<file path="config.mk">
export PLATFORM = sky130hd
export DESIGN_NAME = bsg_fakeram_rw_adapter_flat
export DESIGN_NICKNAME = d
export VERILOG_FILES = /design/src/rtl/bsg_fakeram_rw_adapter_if.sv /design/src/rtl/bsg_fakeram_rw_adapter.sv /design/src/flat_wrapper.sv
export SDC_FILE = /design/constraint.sdc
export NUM_CORES = 1
export LEC_CHECK = 0
export CAP_MARGIN = 10
export CORE_ASPECT_RATIO = 1.5
export CORE_MARGIN = 10
export CORE_UTILIZATION = 30
export CTS_BUF_LIST = sky130_fd_sc_hd__clkbuf_2 sky130_fd_sc_hd__clkbuf_4 sky130_fd_sc_hd__clkbuf_8
export DETAILED_ROUTE_END_ITERATION = 10
export GPL_ROUTABILITY_DRIVEN = 1
export GPL_TIMING_DRIVEN = 0
export PLACE_DENSITY = 0.59
export SYNTH_ARGS = -nofsm -noshare
export SYNTH_HDL_FRONTEND = slang
export SYNTH_SLANG_ARGS = --single-unit
</file>
<file path="constraint.sdc">
create_clock -name clk_i -period 2.7 [get_ports clk_i]
set_input_delay 0.27 -clock clk_i [delete_from_list [all_inputs] [get_ports clk_i]]
set_output_delay 0.27 -clock clk_i [all_outputs]
set_load 0.01 [all_outputs]
</file>
<file path="src/rtl/bsg_fakeram_rw_adapter_if.sv">
`default_nettype none
// +--------------------------------------------------------------------------+
// | Module   : bsg_fakeram_rw_adapter_if                                      |
// | Purpose  : Request/response and macro-pin bundle for the fake SRAM        |
// |            read/write adapter.                                            |
// | Revision : 1.0                                                            |
// +--------------------------------------------------------------------------+
interface bsg_fakeram_rw_adapter_if #(
  parameter int width_p      = 15,
  parameter int addr_width_p = 6
);
  logic                    v_i;
  logic                    w_i;
  logic [addr_width_p-1:0] addr_i;
  logic [width_p-1:0]      data_i;
  logic [width_p-1:0]      w_mask_i;
  logic                    ready_o;
  logic                    v_o;
  logic [width_p-1:0]      data_o;
  logic                    yumi_i;
  logic                    mem_ce_o;
  logic                    mem_we_o;
  logic [addr_width_p-1:0] mem_addr_o;
  logic [width_p-1:0]      mem_wd_o;
  logic [width_p-1:0]      mem_w_mask_o;
  logic [width_p-1:0]      mem_rd_i;

  // Core side (and macro read-data return)
  modport master (
    output v_i, w_i, addr_i, data_i, w_mask_i, yumi_i, mem_rd_i,
    input  ready_o, v_o, data_o,
    input  mem_ce_o, mem_we_o, mem_addr_o, mem_wd_o, mem_w_mask_o
  );

  // Adapter side
  modport slave (
    input  v_i, w_i, addr_i, data_i, w_mask_i, yumi_i, mem_rd_i,
    output ready_o, v_o, data_o,
    output mem_ce_o, mem_we_o, mem_addr_o, mem_wd_o, mem_w_mask_o
  );
endinterface
`default_nettype wire

</file>
<file path="src/rtl/bsg_fakeram_rw_adapter.sv">
`default_nettype none
// +--------------------------------------------------------------------------+
// | Module   : bsg_fakeram_rw_adapter                                         |
// | Purpose  : Drives a single-port fake SRAM macro from a valid/ready        |
// |            request port; buffers read data on a valid/yumi port.          |
// | Revision : 1.0                                                            |
// +--------------------------------------------------------------------------+
module bsg_fakeram_rw_adapter #(
  parameter int width_p      = 15,
  parameter int els_p        = 64,
  parameter int addr_width_p = 6,
  parameter int init_zero_p  = 1
) (
  input  logic                      clk_i,
  input  logic                      reset_i,
  bsg_fakeram_rw_adapter_if.slave   bus
);

  localparam int c_buf_els = 3;

  typedef enum logic [0:0] {
    ST_INIT = 1'b0,
    ST_RUN  = 1'b1
  } state_e;

  state_e                  r_state;
  state_e                  w_state_next;
  logic [addr_width_p-1:0] r_init_cnt;
  logic [width_p-1:0]      r_buf [c_buf_els];
  logic [1:0]              r_head;
  logic [1:0]              r_tail;
  logic [1:0]              r_count;
  logic                    r_read_pending;

  logic                    w_ready;
  logic                    w_accept;
  logic                    w_push;
  logic                    w_pop;
  logic                    w_init_last;
  logic [2:0]              w_occupancy;

  function automatic logic [1:0] f_next_ptr(input logic [1:0] p);
    return (p == 2'(c_buf_els - 1)) ? 2'd0 : p + 2'd1;
  endfunction

  // Pending read counts against capacity so its data always has a slot.
  assign w_occupancy = {1'b0, r_count} + {2'b00, r_read_pending};
  assign w_init_last = (r_init_cnt == addr_width_p'(els_p - 1));

  always_comb begin
    w_state_next = r_state;
    w_ready      = 1'b0;
    case (r_state)
      ST_INIT: begin
        if (w_init_last) w_state_next = ST_RUN;
      end
      ST_RUN: begin
        w_ready = (w_occupancy < 3'd3);
      end
      default: w_state_next = ST_RUN;
    endcase
    if (reset_i) w_ready = 1'b0;
  end

  assign w_accept = bus.v_i & w_ready;
  assign w_push   = r_read_pending;
  assign w_pop    = bus.yumi_i & (r_count != 2'd0);

  // Idle pins are forced to zero so request-bus X never reaches the macro.
  always_comb begin
    bus.mem_ce_o     = 1'b0;
    bus.mem_we_o     = 1'b0;
    bus.mem_addr_o   = '0;
    bus.mem_wd_o     = '0;
    bus.mem_w_mask_o = '0;
    if (!reset_i && r_state == ST_INIT) begin
      bus.mem_ce_o     = 1'b1;
      bus.mem_we_o     = 1'b1;
      bus.mem_addr_o   = r_init_cnt;
      bus.mem_w_mask_o = '1;
    end else if (w_accept) begin
      bus.mem_ce_o     = 1'b1;
      bus.mem_we_o     = bus.w_i;
      bus.mem_addr_o   = bus.addr_i;
      bus.mem_wd_o     = bus.data_i;
      bus.mem_w_mask_o = bus.w_mask_i;
    end
  end

  always_ff @(posedge clk_i) begin
    if (reset_i) begin
      r_state        <= (init_zero_p != 0) ? ST_INIT : ST_RUN;
      r_init_cnt     <= '0;
      r_read_pending <= 1'b0;
      r_head         <= 2'd0;
      r_tail         <= 2'd0;
      r_count        <= 2'd0;
    end else begin
      r_state        <= w_state_next;
      r_read_pending <= w_accept & ~bus.w_i;
      if (r_state == ST_INIT)
        r_init_cnt <= w_init_last ? '0 : r_init_cnt + 1'b1;
      if (w_push) r_tail <= f_next_ptr(r_tail);
      if (w_pop)  r_head <= f_next_ptr(r_head);
      case ({w_push, w_pop})
        2'b10:   r_count <= r_count + 2'd1;
        2'b01:   r_count <= r_count - 2'd1;
        default: r_count <= r_count;
      endcase
    end
  end

  // Storage needs no reset; data_o is masked while the buffer is empty.
  always_ff @(posedge clk_i) begin
    if (!reset_i && w_push) r_buf[r_tail] <= bus.mem_rd_i;
  end

  assign bus.ready_o = w_ready;
  assign bus.v_o     = (r_count != 2'd0);
  assign bus.data_o  = (r_count != 2'd0) ? r_buf[r_head] : '0;

endmodule
`default_nettype wire

</file>
<file path="src/flat_wrapper.sv">
// flat-port wrapper written by rule: the top's interface ports become plain ports
module bsg_fakeram_rw_adapter_flat 
#(
  parameter int width_p      = 15,
  parameter int els_p        = 64,
  parameter int addr_width_p = 6,
  parameter int init_zero_p  = 1
)
  (clk_i, reset_i, bus_v_i, bus_w_i, bus_addr_i, bus_data_i, bus_w_mask_i, bus_yumi_i, bus_mem_rd_i, bus_ready_o, bus_v_o, bus_data_o, bus_mem_ce_o, bus_mem_we_o, bus_mem_addr_o, bus_mem_wd_o, bus_mem_w_mask_o);
  bsg_fakeram_rw_adapter_if #(.width_p(width_p), .addr_width_p(addr_width_p)) bus_i ();
  input  logic clk_i;
  input  logic reset_i;
  input wire logic [$bits(bus_i.v_i)-1:0] bus_v_i;
  input wire logic [$bits(bus_i.w_i)-1:0] bus_w_i;
  input wire logic [$bits(bus_i.addr_i)-1:0] bus_addr_i;
  input wire logic [$bits(bus_i.data_i)-1:0] bus_data_i;
  input wire logic [$bits(bus_i.w_mask_i)-1:0] bus_w_mask_i;
  input wire logic [$bits(bus_i.yumi_i)-1:0] bus_yumi_i;
  input wire logic [$bits(bus_i.mem_rd_i)-1:0] bus_mem_rd_i;
  output wire logic [$bits(bus_i.ready_o)-1:0] bus_ready_o;
  output wire logic [$bits(bus_i.v_o)-1:0] bus_v_o;
  output wire logic [$bits(bus_i.data_o)-1:0] bus_data_o;
  output wire logic [$bits(bus_i.mem_ce_o)-1:0] bus_mem_ce_o;
  output wire logic [$bits(bus_i.mem_we_o)-1:0] bus_mem_we_o;
  output wire logic [$bits(bus_i.mem_addr_o)-1:0] bus_mem_addr_o;
  output wire logic [$bits(bus_i.mem_wd_o)-1:0] bus_mem_wd_o;
  output wire logic [$bits(bus_i.mem_w_mask_o)-1:0] bus_mem_w_mask_o;
  assign bus_i.v_i = bus_v_i;
  assign bus_i.w_i = bus_w_i;
  assign bus_i.addr_i = bus_addr_i;
  assign bus_i.data_i = bus_data_i;
  assign bus_i.w_mask_i = bus_w_mask_i;
  assign bus_i.yumi_i = bus_yumi_i;
  assign bus_i.mem_rd_i = bus_mem_rd_i;
  assign bus_ready_o = bus_i.ready_o;
  assign bus_v_o = bus_i.v_o;
  assign bus_data_o = bus_i.data_o;
  assign bus_mem_ce_o = bus_i.mem_ce_o;
  assign bus_mem_we_o = bus_i.mem_we_o;
  assign bus_mem_addr_o = bus_i.mem_addr_o;
  assign bus_mem_wd_o = bus_i.mem_wd_o;
  assign bus_mem_w_mask_o = bus_i.mem_w_mask_o;
  bsg_fakeram_rw_adapter #(.width_p(width_p), .els_p(els_p), .addr_width_p(addr_width_p), .init_zero_p(init_zero_p)) u_core (.clk_i(clk_i), .reset_i(reset_i), .bus(bus_i));
endmodule
</file>
==> results.json <==
{
  "result_of_the_run": "finished clean",
  "cts.sinks": 61,
  "grt_first_pass_wirelength_mm": 11.7,
  "crit_path_cell_trace": "ha_1 -> ha_1 -> nor2b_1 -> a21boi_2 -> buf_2 -> nor3_1 -> clkdlybuf4s50_1",
  "worst-setup-path-type": "reg2out",
  "first_global_vias": 2330,
  "final_number_of_hold_violating_endpoints": 0,
  "hold_path.class": "reg2reg",
  "seq_power_share_pct": 50.6,
  "max-cap-violations": 0,
  "holdWs_ns": 0.495,
  "drt_iter0_drc": 61,
  "setup_viol_count_final": 0,
  "clk_transition_reported_paths_ns": 0.07,
  "timing.critical_path.from_type": "flop",
  "synthesis.instances": 243,
  "clock-skew-final_ns": 0.00745,
  "global_route.usage.total_pct": 10.4,
  "die_w_um": 99.7,
  "timing.critical_path.required_ns": 2.43,
  "main_flop_type_after_synthesis": "edfxtp_1",
  "slew-limit-headroom_pct": 42.0,
  "area_growth_syn_to_layout_pct": 53.2,
  "placedInstanceArea_um2": 4150,
  "filler_cell_count": 877,
  "dieHeight_um": 140,
  "cp_max_fo": 10,
  "net_count_after_synthesis": 303,
  "totalWireLength_mm": 7.37,
  "period_needed_ns": 2.58,
  "clock_tree.htree_level_count": 3,
  "synthesis.area_per_instance_um2": 11.8,
  "asyncSetResetFlopFracSynth_pct": 0,
  "synth.yosys.seq_area_share_pct": 58.5,
  "switching_share_pct": 20.2,
  "static_leak_nw": 1.66,
  "clock_tree.root_cell": "clkbuf_8",
  "antennaDiodeCount": 0,
  "post-cts-setup-buffer-count": 0,
  "drtAntennaViolNets": 0,
  "initial_utilization_pct": 30.9,
  "post_synth_num_cell_types": 35,
  "fmax_mhz": 387,
  "ys_seq_elements": 61,
  "finalWeightedCongestion": 0.682,
  "timing.final.crit_share_pct": 95.6,
  "dieArea_um2": 13900,
  "cpMaxStageDelayCell": "clkdlybuf4s50_1",
  "cts-buffers-inserted": 9,
  "switching_power_summed_over_all_nets_mw": 0.406,
  "num_rows": 43,
  "yosysWarnings": 0,
  "share_of_cells_above_drive_strength_1_pct": 14.0,
  "cts_tree": "done",
  "power_density_nw_per_um2": 459,
  "drc_errors": 0,
  "most_frequent_cp_cell": "ha_1",
  "post_drt_via_cell_ratio": 4.55,
  "slowest_delay_ns": 0.57,
  "drv_slew": 0,
  "io_pins": 111,
  "grt_antenna_before_repair": 0,
  "cp-end-kind": "primary output",
  "routed_wire_length_per_instance_um": 15.3,
  "internal_power_mw": 1.60,
  "detailed_placer_s_ending_hpwl_mm": 5.84,
  "ctsHoldBuffers": 0,
  "via_count": 2199,
  "net_count_of_the_finished_layout": 426,
  "peakVddDrop_v": 0.000361,
  "grt_max_degree": 18,
  "combinationalPowerShare_pct": 9.4,
  "clkPwrFrac_pct": 40.1,
  "synth_top_cells_by_area": "edfxtp_1 47%, dfxtp_1 11%, mux2i_1 7.4%",
  "cts-root-to-sink-buffers": 2,
  "design.core.area_um2": 9250,
  "firstDrtPassIters": 4,
  "synth_top_cell_area_share_pct": 47.3,
  "buffer_ports.inserted": 110,
  "worst_skew_pair.late_latency_ns": 0.33,
  "number_of_synthesized_flops_with_an_enable_pin": 45,
  "synth_area_um2": 2860,
  "tightest_slew_ns": 0.866,
  "gr-total-overflow": 0,
  "worst-endpoint-arrival_ns": 2.31,
  "synthDominantAreaCellType": "edfxtp_1",
  "final_cell_area_um2": 4380,
  "utilization_after_layout_pct": 47.3
}
-- final cells by class --
cell class,count,area (um2),share of cell area (%)
clock inverters,4,48.8,1.12
plain buffers,15,85.1,1.94
flip-flops and latches,61,1670,38.2
repair buffers,113,1150,26.4
well taps,112,140,3.20
multi-input cells,162,1110,25.3
inverters,4,15.0,0.343
clock buffers,12,153,3.49
-- synthesized netlist by cell type, types with 3 or more instances --
| cell | instances |
|---|---|
| nor3_1 | 24 |
| a21oi_1 | 5 |
| buf_2 | 9 |
| and2_1 | 15 |
| mux2i_1 | 21 |
| edfxtp_1 | 45 |
| mux2_2 | 15 |
| dfxtp_1 | 16 |
| nor2_1 | 40 |
| inv_1 | 4 |
| nand2_1 | 6 |
| nor2b_1 | 3 |
| xor2_1 | 3 |
| nor3b_1 | 4 |
| ha_1 | 4 |
| clkbuf_1 | 4 |
| or3_1 | 4 |
-- worst max-delay path: cells and delay by family, from the launching register on --
family,cells,cell delay [ns]
fa+ha+maj,2,0.40
simple gates,2,0.38
buf+inv,2,0.75
flops,1,0.34
compound gates,1,0.10
-- logic make-up after synthesis --
logic type	synth area share (%)
DFF	58.5
adders and majority gates	1.75
muxes	13.3
AOI/OAI and AO/OA	2.72
xor gates and xnor gates	1.53
and+or+nand+nor	18.8
buffers and inverters	3.42
-- final timing paths --
path | from | to | slack (ns) | depth (start not counted)
hold / removal | u_core.r_head[1]$_SDFFE_PP0N_ | flop | 0.49 | 2
setup reg to reg | u_core.r_read_pending$_SDFF_PP0_ | u_core.r_buf[2][2]$_DFFE_PP_ | 0.91 | 3
setup / recovery | u_core.r_read_pending$_SDFF_PP0_ | bus_mem_addr_o[3] | 0.12 | 7
hold reg to reg | u_core.r_head[1]$_SDFFE_PP0N_ | flop | 0.49 | 2
-- sequential cells by signal, summed over array words and instances, names as in the netlist, named ones only --
signal / count
u_core.r_count: 2
u_core.r_tail: 2
u_core.r_state: 1
u_core.r_buf: 45
u_core.r_head: 2
u_core.r_read_pending: 1
u_core.r_init_cnt: 6
-- layout by cell type (no fill, tap or decap), types with 2 or more instances in the layout --
cell type,Yosys,layout
clkdlybuf4s50_1,0,102
edfxtp_1,45,45
nor2_1,40,40
nor3_1,24,23
mux2i_1,21,21
mux2_2,15,15
and2_1,15,15
dfxtp_1,16,15
clkbuf_8,0,10
buf_2,9,8
dlymetal6s2s_1,0,8
nand2_1,6,6
buf_6,1,5
a21oi_1,5,5
inv_1,4,4
or3_1,4,4
ha_1,4,4
clkbuf_1,4,3
nor2b_1,3,3
xor2_1,3,3
nor3b_1,4,2
and3b_1,2,2
nor3b_2,0,2
xnor2_1,2,2
o21ai_0,2,2
clkinv_2,0,2
clkbuf_4,0,2
-- timing repair --
item	in CTS	in global routing
setup endpoints to repair	10	38
gates resized for setup	0	13
pin swaps	0	0
-- power by group through the flow --
stage / sequential (mW) / clock (mW) / combinational [mW]
after floorplan: 1.03 / 0 / 0.0555
after global placement: 1.04 / 0 / 0.190
after detailed placement: 1.04 / 0 / 0.191
after CTS: 1.01 / 0.830 / 0.193
after global routing: 1.01 / 0.873 / 0.203
final: 1.02 / 0.804 / 0.188
-- metal layers --
layer	global-route usage [%]	wire, um	up-vias
met5	0	0	-
met4	2.95	86	0
met3	6.39	860	10
met2	17.5	3660	81
met1	10.4	2770	1003
li1	-	-	1105
-- stage by stage --
stage / instances / setup slack (ns) / TNS [ns] / power (mW)
after global placement: 465 / -0.839 / -33.47 / 1.22
after global routing: 483 / -0.00211 / -0.00351 / 2.09
final: 483 / 0.118 / 0 / 2.01
after CTS: 483 / 0.0236 / 0 / 2.04
after detailed placement: 468 / 0.191 / 0 / 1.23
after floorplan: 243 / 0.529 / 0 / 1.09
(Power assumes the default switching activity.)
==> RTL change 1 (same flow settings) <==
`width_p` is set to 15 in 3 places; all go to 13.
--- a/src/rtl/bsg_fakeram_rw_adapter_if.sv
+++ b/src/rtl/bsg_fakeram_rw_adapter_if.sv
@@ -6,7 +6,7 @@
 // | Revision : 1.0                                                            |
 // +--------------------------------------------------------------------------+
 interface bsg_fakeram_rw_adapter_if #(
-  parameter int width_p      = 15,
+  parameter int width_p      = 13,
   parameter int addr_width_p = 6
 );
   logic                    v_i;
--- a/src/rtl/bsg_fakeram_rw_adapter.sv
+++ b/src/rtl/bsg_fakeram_rw_adapter.sv
@@ -6,7 +6,7 @@
 // | Revision : 1.0                                                            |
 // +--------------------------------------------------------------------------+
 module bsg_fakeram_rw_adapter #(
-  parameter int width_p      = 15,
+  parameter int width_p      = 13,
   parameter int els_p        = 64,
   parameter int addr_width_p = 6,
   parameter int init_zero_p  = 1
--- a/src/flat_wrapper.sv
+++ b/src/flat_wrapper.sv
@@ -1,7 +1,7 @@
 // flat-port wrapper written by rule: the top's interface ports become plain ports
 module bsg_fakeram_rw_adapter_flat 
 #(
-  parameter int width_p      = 15,
+  parameter int width_p      = 13,
   parameter int els_p        = 64,
   parameter int addr_width_p = 6,
   parameter int init_zero_p  = 1
Ports: changed (6 resized); port bits go from 111 to 99. The function was not compared with the original's and may differ.
==> RTL change 1 against the original RTL <==
Largest cell class unchanged; highest routed layer unchanged; combinational power decreased by 14%; power down 23%; non-clock buffer count decreased by 13; sequential cell count shrank 6; largest power group unchanged; area after synthesis decreased by 10%; design area is 11% lower; setup slack improved by 0.0090 ns; synthesized cell count is 9.1% lower; routed wire length down 11%; critical path type unchanged.
==> RTL change 1: results <==
[final_layout]
ff_latch_count = 55
multi_input_comb_area_sq_um = 1010
n_all_buffers = 115
clock_buffers = 5
number_of_signal_net_inverters_in_the_final_layout = 4
final_net_count = 383
seq_area_share_pct = 38.2
comb.multi_input.count = 148
layout.buffer.nonclock.area_share_pct = 29.6
fillCellCount = 782
final_layout_size_suffix_gt1_share_pct = 13.0

[synthesis]
ys_seq_area_share_pct = 58.1
synth-edff-count = 39
syn-num-nets = 275
synth.cells.most_frequent = "sky130_fd_sc_hd__edfxtp_1 (39), sky130_fd_sc_hd__nor2_1 (37), sky130_fd_sc_hd__dfxtp_1 (16), sky130_fd_sc_hd__nor3_1 (15), sky130_fd_sc_hd__mux2i_1 (14)"
ys_top_cells_by_area = "sky130_fd_sc_hd__edfxtp_1 (46%), sky130_fd_sc_hd__dfxtp_1 (12%), sky130_fd_sc_hd__mux2_2 (5.7%)"
synth_cell_types = 37

[clock_network]
htree_num_levels = 2
cts_buffer_depth = 2
cts.clk_slew.worst_paths_ns = 0.10
worst_skew_pair.late_latency_ns = 0.31

[global_route]
grt_pass1_vias = 2108
grt_max_degree = 20
grt_pass1_wl_mm = 10.6
grt.total_usage_pct = 10.4

[drt]
routedWlPerCell_um = 15.0
drt_first_iter_violations = 48
routed_via_density = 4.55

[sta]
finalClockSkew_ns = 0.00795
tightestPinTransition_ns = 0.495

[place]
dp_hpwl_mm = 5.22
place.port_buffers = 98
finalWeightedCongestion = 0.759

[hold_path]
worst_hold_startpoint = "u_core.r_head[0]"

[worst_setup_path]
timing.rr.start = "u_core.r_count[1]"
r2r.worst_path.cells = 5

[power_and_ir_drop]
seq_power_uw = 909
total_leakage_power_nw = 1.67
net-switching-power_uw = 345
ir_drop_worst_case_vdd_uv = 183

[run_status]
run_status = "finished, final reports clean"
RTL change 1: cell count changes after synthesis, sizes merged, moves of 2 or more:
cell    change
a21oi       +2
a22o        +5
and2        -2
buf         -2
edfxtp      -6
mux2        -2
mux2i       -7
nor2        -4
nor3        -9
RTL change 1: path summary, 6_finish.rpt:
kind	to	slack [ns]
setup / recovery	bus_mem_w_mask_o[3]	0.13
hold / removal	u_core.r_head[0]	0.49
hold reg to reg	u_core.r_head[0]	0.49
setup reg to reg	u_core.r_count[1]	1.18
RTL change 1: per-layer routing:
| layer | vias to the layer above | part of all wire (%) | global-route usage (%) |
|---|---|---|---|
| met1 | 910 | 36 | 10.1 |
| met2 | 72 | 50 | 18.3 |
| met5 | - | 0 | 0 |
| met4 | 0 | 0.96 | 2.96 |
| li1 | 999 | - | - |
| met3 | 6 | 13 | 5.57 |
RTL change 1: cell families (layout without fill, tap and decap cells):
family | count (synthesis) | count (layout) | synth area share, %
AOI/OAI and AO/OA | 21 | 21 | 5.75
xor gates and xnor gates | 4 | 4 | 1.37
adders and majority gates | 4 | 4 | 1.95
buffers and inverters | 18 | 127 | 3.56
DFF | 55 | 55 | 58.1
muxes | 27 | 27 | 11.2
and+or+nand+nor | 92 | 92 | 18.1
RTL change 1: what timing repair did:
item,CTS,global route
hold buffers,0,0
gates cloned,0,0
endpoints found under the setup margin,10,29
resized for setup,2,32
RTL change 1: stage by stage:
stage	hold WS, ns	setup slack [ns]	power [mW]	cell area [sq um]	cells
after global placement	0.471	-0.424	1.09	3680	426
after CTS	0.500	0.0279	1.58	3830	437
final	0.494	0.127	1.55	3910	437
after floorplan	0.342	0.801	0.974	2570	221
after global routing	0.517	0.00372	1.62	3910	437
after detailed placement	0.484	0.258	1.09	3730	429
==> RTL change 2 (same flow settings) <==
Without the edit above. Make the reset (`reset_i`) asynchronous in one clocked block.
--- a/src/rtl/bsg_fakeram_rw_adapter.sv
+++ b/src/rtl/bsg_fakeram_rw_adapter.sv
@@ -87,7 +87,7 @@
     end
   end
 
-  always_ff @(posedge clk_i) begin
+  always_ff @(posedge clk_i or posedge reset_i) begin
     if (reset_i) begin
       r_state        <= (init_zero_p != 0) ? ST_INIT : ST_RUN;
       r_init_cnt     <= '0;
Formal check against the unedited RTL: same outputs for any inputs over 10 cycles, from zero or initial values and one cycle with reset_i high; that may be too few to reach the edited logic, so the function may still have changed.
==> RTL change 2 against the original RTL <==
Area after synthesis up 1.4%; sequential share of layout area up 0.63 points; critical path depth unchanged; hold slack worse by 0.14 ns; first-iteration DRC count down 13%; setup slack better by 0.030 ns; count of clock-buffer cells in the layout down 2; routed wire length up 2.4%; design area up 0.23%; sequential cell count down 2; fmax up 1.2%; clock skew down 0.0025 ns; highest routed layer unchanged.
Power is not compared: it rests on default switching activity, and its combinational part moved more than twofold at a synthesized area within 25%.
==> RTL change 2: results <==
[synthesis]
synth.cells.most_frequent = "sky130_fd_sc_hd__edfxtp_1 (45), sky130_fd_sc_hd__nor2_1 (35), sky130_fd_sc_hd__nor3_1 (21), sky130_fd_sc_hd__mux2i_1 (20), sky130_fd_sc_hd__mux2_2 (16)"
synth_cell_types = 39
ys_top_cells_by_area = "sky130_fd_sc_hd__edfxtp_1 (47%), sky130_fd_sc_hd__dfrtp_1 (12%), sky130_fd_sc_hd__mux2i_1 (6.9%)"
synthesis.instances = 230
syn-num-nets = 290
ys_seq_area_share_pct = 58.7

[worst_setup_path]
worstPathArrival_ns = 2.28
crit_end = "bus_mem_ce_o"
r2r.worst_path.cells = 5
timing.rr.start = "u_core.r_count[0]"
worst_r2r_endpoint = "u_core.r_count[1]"
worst-r2r-setup-slack_ns = 1.03

[place]
finalWeightedCongestion = 0.720
placedInstanceArea_sq_um = 4170
cell_total_after_placement = 454
place.port_buffers = 109
place_ws_ns = 0.230

[run_status]
run_status = "finished, final reports clean"

[global_route]
grt_pass1_wl_mm = 12.2
grt.total_usage_pct = 10.8
grt_max_degree = 16

[sta]
slew-limit-headroom_pct = 42.4
min_cycle_time_layout_ns = 2.55

[drt]
routedWlPerCell_um = 16.1
routed_via_density = 4.58
RTL change 2: changes by cell type after synthesis, sizes merged, moves of 2 or more:
cell,unedited run,this run
a21o,0,2
dfrtp,0,14
nand3,1,4
xnor2,2,4
dfxtp,16,0
or3,4,1
nand2,6,4
nor3,24,22
inv,4,6
a21oi,5,0
nor3b,4,2
xor2,3,1
nor2,41,36
clkbuf,4,2
RTL change 2: logic make-up after synthesis:
kind of cell / Yosys count / synth area share [%]
AO/OA/AOI/OAI: 12 / 3.07
adder cells (fa/ha/maj): 4 / 1.73
buffers and inverters: 21 / 4.45
multiplexers: 36 / 13.1
AND/OR/NAND/NOR: 93 / 17.4
XOR/XNOR: 5 / 1.51
flip-flops: 59 / 58.7
RTL change 2: area by class of cell:
| type | instances | area [sq um] |
|---|---|---|
| clock buffer | 10 | 131 |
| multi-input combinational | 150 | 1080 |
| inverter | 6 | 22.5 |
| buffer | 15 | 109 |
| timing repair buffer | 112 | 1140 |
| tap | 112 | 140 |
| fill | 917 | 4980 |
| sequential | 59 | 1700 |
| clock inverter | 6 | 56.3 |
RTL change 2: what timing repair did:
| action | CTS | global route |
|---|---|---|
| resized for setup | 21 | 20 |
| cloned | 0 | 0 |
| endpoints found under the setup margin | 35 | 18 |
RTL change 2: metrics by stage:
stage               setup TNS, ns  hold WS [ns]  utilization, %
floorplan                       0         0.336               -
global placement           -19.48         0.505            44.1
detailed placement              0         0.530            44.6
CTS                             0         0.365            46.4
global route                    0         0.428            46.8
finish                          0         0.355            46.8
RTL change 2: metal layers:
metal  share of wire (%)  routed length [um]  track usage [%]
met1                  38                2870             11.1
met2                  53                3970             18.7
met3                 9.0                 678             5.61
met4                0.38                  29             2.84
met5                   0                   0                0
